### src/rtl/pipe_ctrl.sv
// pipe_ctrl -- pipeline control unit for the five-stage core (IF/ID/EX/MEM/WB).
//
// Owns the control-register file read by the decoder, derives per-stage
// stall/flush from bus waits, load-use hazards, taken branches and MEM-stage
// exceptions, and sequences exception entry / return (EXRT) by redirecting
// fetch through new_pc.
//
// Ports:
//   clk, reset          core clock; synchronous active-low reset
//   irq[7:0]            level interrupt requests
//   if_busy, mem_busy   bus wait from IF / MEM (global stall)
//   ld_hazard           load-use hazard from the decoder
//   id_br_taken         taken branch resolved in ID
//   creg_rd_addr/data   decoder control-register read port (combinational)
//   exe_mode            0 = kernel, 1 = user
//   int_detect          unmasked interrupt pending
//   mem_*               MEM-stage pipeline register contents
//   *_stall, *_flush    per-stage hold / invalidate
//   new_pc              fetch redirect target (word address), valid with if_flush

module pipe_ctrl #(
   parameter logic [29:0] RESET_VECTOR   = 30'h0,
   parameter logic [29:0] EXP_VECTOR_RST = 30'h0
) (
   input  logic        clk,
   input  logic        reset,
   input  logic [7:0]  irq,
   input  logic        if_busy,
   input  logic        mem_busy,
   input  logic        ld_hazard,
   input  logic        id_br_taken,
   input  logic [4:0]  creg_rd_addr,
   output logic [31:0] creg_rd_data,
   output logic        exe_mode,
   output logic        int_detect,
   input  logic        mem_en,
   input  logic [29:0] mem_pc,
   input  logic        mem_br_flag,
   input  logic [1:0]  mem_ctrl_op,
   input  logic [4:0]  mem_dst_addr,
   input  logic [2:0]  mem_exp_code,
   input  logic [31:0] mem_out,
   output logic        if_stall,
   output logic        id_stall,
   output logic        ex_stall,
   output logic        mem_stall,
   output logic        if_flush,
   output logic        id_flush,
   output logic        ex_flush,
   output logic        mem_flush,
   output logic [29:0] new_pc
);

   // Reset-release sequencer states
   localparam logic [1:0] ST_RST  = 2'd0;
   localparam logic [1:0] ST_BOOT = 2'd1;
   localparam logic [1:0] ST_RUN  = 2'd2;

   // Control-register addresses
   localparam logic [4:0] CR_STATUS     = 5'd0;
   localparam logic [4:0] CR_PRE_STATUS = 5'd1;
   localparam logic [4:0] CR_PC         = 5'd2;
   localparam logic [4:0] CR_EXP_VECTOR = 5'd3;
   localparam logic [4:0] CR_CAUSE      = 5'd4;
   localparam logic [4:0] CR_INT_MASK   = 5'd5;
   localparam logic [4:0] CR_IRQ        = 5'd6;
   localparam logic [4:0] CR_EPC        = 5'd7;

   localparam logic [1:0] OP_WRCR = 2'd1;
   localparam logic [1:0] OP_EXRT = 2'd2;

   logic [1:0]  r_state;
   logic [1:0]  r_status;      // {int_en, exe_mode}
   logic [1:0]  r_pre_status;
   logic [29:0] r_pc;
   logic [29:0] r_exp_vector;
   logic [3:0]  r_cause;       // {dly, exp_code}
   logic [7:0]  r_int_mask;
   logic [29:0] r_epc;

   logic        w_stall;
   logic        w_exp;
   logic        w_exrt;
   logic        w_wrcr;
   logic        w_run;
   logic [29:0] w_epc_next;

   assign w_stall = if_busy | mem_busy;
   assign w_exp   = mem_en & (mem_exp_code != 3'd0);
   assign w_exrt  = mem_en & (mem_ctrl_op == OP_EXRT) & (mem_exp_code == 3'd0);
   assign w_wrcr  = mem_en & (mem_ctrl_op == OP_WRCR) & (mem_exp_code == 3'd0);
   assign w_run   = (r_state == ST_RUN);

   // A fault in a delay slot must resume at the branch, one word back (wraps at 0)
   assign w_epc_next = mem_br_flag ? (mem_pc - 30'd1) : mem_pc;

   assign exe_mode   = r_status[0];
   assign int_detect = r_status[1] & (|(irq & ~r_int_mask));

   // Stall / flush / redirect generation, highest-priority event wins
   always_comb begin
      if_stall  = 1'b0;
      id_stall  = 1'b0;
      ex_stall  = 1'b0;
      mem_stall = 1'b0;
      if_flush  = 1'b0;
      id_flush  = 1'b0;
      ex_flush  = 1'b0;
      mem_flush = 1'b0;
      new_pc    = 30'd0;
      case (r_state)
         ST_RST: begin
            if_flush  = 1'b1;
            id_flush  = 1'b1;
            ex_flush  = 1'b1;
            mem_flush = 1'b1;
         end
         ST_BOOT: begin
            if_flush = 1'b1;
            new_pc   = RESET_VECTOR;
         end
         ST_RUN: begin
            if (w_stall) begin
               // A pending exception is simply held off until the bus frees up
               if_stall  = 1'b1;
               id_stall  = 1'b1;
               ex_stall  = 1'b1;
               mem_stall = 1'b1;
            end else if (w_exp) begin
               if_flush  = 1'b1;
               id_flush  = 1'b1;
               ex_flush  = 1'b1;
               mem_flush = 1'b1;
               new_pc    = r_exp_vector;
            end else if (w_exrt) begin
               if_flush  = 1'b1;
               id_flush  = 1'b1;
               ex_flush  = 1'b1;
               mem_flush = 1'b1;
               new_pc    = r_epc;
            end else if (w_wrcr) begin
               // Register write only; it outranks branch and hazard handling
               if_flush = 1'b0;
            end else if (id_br_taken) begin
               // IF performs the redirect itself; only the delay slot is killed
               if_flush = 1'b1;
            end else if (ld_hazard) begin
               // Hold IF/ID and push a bubble into EX
               if_stall = 1'b1;
               id_stall = 1'b1;
               id_flush = 1'b1;
            end else begin
               if_flush = 1'b0;
            end
         end
         default: begin
            if_flush  = 1'b1;
            id_flush  = 1'b1;
            ex_flush  = 1'b1;
            mem_flush = 1'b1;
         end
      endcase
   end

   // Decoder read port; unused bits and unmapped addresses read 0
   always_comb begin
      creg_rd_data = 32'd0;
      case (creg_rd_addr)
         CR_STATUS:     creg_rd_data = {30'd0, r_status};
         CR_PRE_STATUS: creg_rd_data = {30'd0, r_pre_status};
         CR_PC:         creg_rd_data = {r_pc, 2'b00};
         CR_EXP_VECTOR: creg_rd_data = {r_exp_vector, 2'b00};
         CR_CAUSE:      creg_rd_data = {28'd0, r_cause};
         CR_INT_MASK:   creg_rd_data = {24'd0, r_int_mask};
         CR_IRQ:        creg_rd_data = {24'd0, irq};
         CR_EPC:        creg_rd_data = {r_epc, 2'b00};
         default:       creg_rd_data = 32'd0;
      endcase
   end

   // Reset-release sequencer: RST -> BOOT (one cycle) -> RUN
   always_ff @(posedge clk) begin
      if (!reset) begin
         r_state <= ST_RST;
      end else begin
         case (r_state)
            ST_RST:  r_state <= ST_BOOT;
            ST_BOOT: r_state <= ST_RUN;
            ST_RUN:  r_state <= ST_RUN;
            default: r_state <= ST_RST;
         endcase
      end
   end

   // Control-register file: exception entry, EXRT and WRCR updates
   always_ff @(posedge clk) begin
      if (!reset) begin
         r_status     <= 2'b00;
         r_pre_status <= 2'b00;
         r_pc         <= 30'd0;
         r_exp_vector <= EXP_VECTOR_RST;
         r_cause      <= 4'd0;
         r_int_mask   <= 8'hFF;
         r_epc        <= 30'd0;
      end else if (w_run && !w_stall) begin
         if (w_exp) begin
            r_pre_status <= r_status;
            r_status     <= 2'b00;
            r_cause      <= {mem_br_flag, mem_exp_code};
            r_epc        <= w_epc_next;
         end else if (w_exrt) begin
            r_status <= r_pre_status;
         end else if (w_wrcr) begin
            case (mem_dst_addr)
               CR_STATUS:     r_status     <= mem_out[1:0];
               CR_PRE_STATUS: r_pre_status <= mem_out[1:0];
               CR_PC:         r_pc         <= mem_out[31:2];
               CR_EXP_VECTOR: r_exp_vector <= mem_out[31:2];
               CR_CAUSE:      r_cause      <= mem_out[3:0];
               CR_INT_MASK:   r_int_mask   <= mem_out[7:0];
               CR_EPC:        r_epc        <= mem_out[31:2];
               default:       r_status     <= r_status;   // IRQ and 8..31 are not writable
            endcase
         end else begin
            r_status <= r_status;
         end
      end else begin
         r_status <= r_status;
      end
   end

endmodule

### config.mk
export PLATFORM = sky130hd
export DESIGN_NAME = pipe_ctrl
export DESIGN_NICKNAME = d
export VERILOG_FILES = /design/src/rtl/pipe_ctrl.sv
export SDC_FILE = /design/constraint.sdc
export NUM_CORES = 1
export LEC_CHECK = 0
export ABC_AREA = 1
export BUFFER_PORTS_ARGS = -buffer_cell sky130_fd_sc_hd__buf_2
export CAP_MARGIN = 40
export CELL_PAD_IN_SITES_DETAIL_PLACEMENT = 0
export CELL_PAD_IN_SITES_GLOBAL_PLACEMENT = 1
export CORE_MARGIN = 2
export CORE_UTILIZATION = 40
export CTS_BUF_LIST = sky130_fd_sc_hd__clkbuf_4 sky130_fd_sc_hd__clkbuf_8
export DETAILED_ROUTE_END_ITERATION = 12
export PLACE_DENSITY = 0.95
export SYNTH_ARGS = -nofsm -noshare
export SYNTH_HDL_FRONTEND = slang
export SYNTH_SLANG_ARGS = --single-unit
### constraint.sdc
create_clock -name clk -period 4.77 [get_ports clk]
set_clock_uncertainty 0.05 [all_clocks]
set_input_delay 0.2385 -clock clk [delete_from_list [all_inputs] [get_ports clk]]
set_output_delay 0.2385 -clock clk [all_outputs]
set_load 0.03 [all_outputs]
==> impl_results.md <==
* Outcome: finished, final reports clean
* R2R Path Start: r_state[0]$_SDFF_PN0_
* # hold bufs at CTS at 0
* Area growth from synthesis to layout at 18.6%
* DRT antenna net count at 0
* First-pass GRT wire length at 32,100 um
* Post-DP HPWL at 15,000 um
* Slew HR at 41.5%
* Syn_area_per_cell at 6.32 um^2
* Post-synth top flop: dfxtp_1
* HP Class: in2reg
* Total grt overflow at 0
* Setup_tns at 0 ns
* Reg area at 2160 um^2
* Layout Cells excl Fill at 1,345
* Sequential element share of the synthesized area at 34.3%
* Worst-margin pin slew at 0.870 ns
* Yosys warns at 0
* CTS tree: built
* Syn_nets at 1,094
* Vias/cell at 5.15
* Initial core utilization at 41.1%
* Initial antenna violation count at 4
* Cells along the critical path: inv_1 > ha_1 > inv_1 > nor2_4 > inv_2 > a21oi_4 > nand2_4 > clkinv_2 > o21ai_0 > a31oi_1
* Number of CTS-inserted buffers at 9
* Die Ht at 129 um
* Hold Vio Cnt, Final at 0
* CP most frequent cell: inv_1
* Placed cell count at 1,327
* Slew Viols, Final at 0
* Critical Path Sink Type: flip-flop
* Setup Crit Path Kind: reg2reg
* Fillers at 1,672
* Final setup fails at 0
* DIE WIDTH at 129 um
* VDD IR-drop max at 0.131 mV
* CTS sink cnt at 108
* H-tree levels at 3
* Post-Route WL at 20,500 um
* Worst path required time at 4.96 ns
* DR WL/cell at 15.2 um
* Part of the cycle the worst path needs at 58.5%
* Drt pass-1 iters at 6
* Worst EP arrival at 2.98 ns
* Largest net degree at the start of global routing at 88
* DRC Markers at 0
* Layout cells sized above 1 at 18.1%
* Setup crit start: r_state[0]$_SDFF_PN0_
* Post-cts sizing count at 0
* CP Launch Type: flip-flop
* Minimum clock period at 2.79 ns
* GP Congestion at 0.912
* Core area at 15,300 um^2
* Leakage Power at 0.00304 uW
* IO Pins at 165
* Post-CTS Setup Repair Bufs at 0
* # port buffers at 164
* Nets at 1,224
* Row count at 45
* Synthesized area at 6300 um^2
* Total vias in the final route at 6,929
* Netlist cell types at 35
* Die area at 16,800 um^2
* Vias in the first global route at 6,221
* Largest stage delay, worst path at 0.50 ns
* FFs w/ async S/R, synth at 0%
* F_max at 358 MHz
* Hold path start: mem_out[0]
* Post-synth EDFFs at 0
* RSZ-0062 raised after global routing: false
* Max FO, Critical Path at 36
* Synthesized instance count at 997
* Pwr Density at 243 nW/um^2
* Clk slew on worst S/H paths at 0.10 ns
* Seq cells post-synth at 108
* Multi-input gate area at 3390 um^2
* Slowest CP cell: inv_2
* Root buf cell: clkbuf_8
* DR iter-0 viols at 490
* Tot GR Track Use at 24.4%
* Clock buffer depth at 2
* Clock latency on the worst-skew pair at 0.38 ns
* Max-Cap Viols at 0
## cells by family (layout without fill, tap and decap cells)
| group | after synthesis | after routing | share of synthesized area, % |
|---|---|---|---|
| adder cells (fa/ha/maj) | 4 | 4 | 0.795 |
| XOR/XNOR | 7 | 7 | 0.974 |
| buffers and inverters | 193 | 328 | 12.0 |
| other | 0 | 2 | 0 |
| AND/OR/NAND/NOR | 373 | 373 | 24.2 |
| flip-flops | 108 | 108 | 34.3 |
| AO/OA/AOI/OAI | 312 | 312 | 27.7 |
## worst paths after layout
kind | endpoint | slack, ns | cells after the start
worst max-delay path | r_epc[4]$_SDFFE_PN0P_ | 1.98 | 10
worst min-delay path | r_int_mask[0]$_SDFFE_PN1P_ | 0.05 | 3
worst max register to register | r_epc[4]$_SDFFE_PN0P_ | 1.98 | 10
worst min register to register | r_pc[9]$_SDFFE_PN0P_ | 0.41 | 2
## layout make-up
| cell class | instances | share of cell area (%) |
|---|---|---|
| Clock buffer | 11 | 1.86 |
| Antenna cell | 2 | 0.0670 |
| Inverter | 137 | 6.90 |
| Tap cell | 211 | 3.53 |
| Multi-Input combinational cell | 696 | 45.3 |
| Timing Repair Buffer | 175 | 12.3 |
| Sequential cell | 108 | 28.9 |
| Clock inverter | 5 | 1.11 |
## through the flow
step	setup WS [ns]	hold WS (ns)	utilization, %	total power [uW]	cell area, um^2
2_1_floorplan	2.84	0.315	-	1100	6300
3_3_place_gp	2.05	0.391	47.1	1210	7210
3_5_place_dp	2.00	0.398	47.3	1210	7240
4_1_cts	1.97	0.0363	48.7	1830	7460
5_1_grt	1.75	0.0414	48.7	1900	7460
6_report	1.98	0.0548	48.8	1820	7470
## flip-flops by register name, indices dropped and copies added, names as in the netlist
signal / cells
r_pc: 30
r_epc: 30
r_exp_vector: 30
r_int_mask: 8
r_state: 2
r_cause: 4
r_pre_status: 2
r_status: 2
## critical path: cells and delay by family (launching register included)
family | cells | cell delay, ns
buffers and inverters | 4 | 1.11
AOI/OAI and AO/OA | 3 | 0.46
and+or+nand+nor | 2 | 0.45
DFF | 1 | 0.35
adders and majority gates | 1 | 0.22
## where the power goes
| group | internal, uW | total (uW) | switching (uW) | leakage [uW] |
|---|---|---|---|---|
| logic | 83.5 | 275 | 191 | 0.00206 |
| clock network | 311 | 631 | 320 | 0.000115 |
| registers | 908 | 914 | 5.20 | 0.000871 |
| total | 1300 | 1820 | 516 | 0.00304 |
## metal layers
metal / vias up / part of all wire (%) / GRT usage [%]
met5: - / 0.15 / 0
met4: 4 / 1.4 / 7.15
met3: 22 / 5.7 / 4.58
met2: 199 / 45 / 38.5
met1: 3136 / 48 / 34.0
li1: 3568 / - / -
## placed cells by master (no fill, tap or decap), types with 4 or more instances in the layout
| cell | Yosys | routed |
|---|---|---|
| ha_1 | 4 | 4 |
| buf_2 | 5 | 165 |
| nand3_1 | 38 | 38 |
| o211ai_1 | 5 | 5 |
| a31oi_1 | 7 | 7 |
| nand2_1 | 223 | 223 |
| nor3_1 | 11 | 11 |
| o221ai_1 | 28 | 28 |
| o22ai_1 | 8 | 8 |
| nand4_1 | 9 | 9 |
| xor2_1 | 5 | 5 |
| nor2_1 | 84 | 82 |
| a21oi_1 | 146 | 146 |
| inv_1 | 134 | 134 |
| buf_4 | 4 | 8 |
| clkbuf_8 | 0 | 9 |
| dfxtp_1 | 108 | 108 |
| o21ai_0 | 110 | 110 |
## synthesized netlist by cell type (5+ instances only)
library cell | number | share of area (%)
a31oi_1 | 7 | 0.70
inv_1 | 134 | 8.0
xor2_1 | 5 | 0.70
o221ai_1 | 28 | 3.9
o21ai_0 | 110 | 8.7
clkbuf_1 | 44 | 2.6
nor2_1 | 84 | 5.0
nand3_1 | 38 | 3.0
buf_2 | 5 | 0.40
nor3_1 | 11 | 0.87
nand2_1 | 223 | 13
dfxtp_1 | 108 | 34
o22ai_1 | 8 | 0.79
a21oi_1 | 146 | 12
nand4_1 | 9 | 0.89
o211ai_1 | 5 | 0.60
Power figures use the tool's default switching activity.
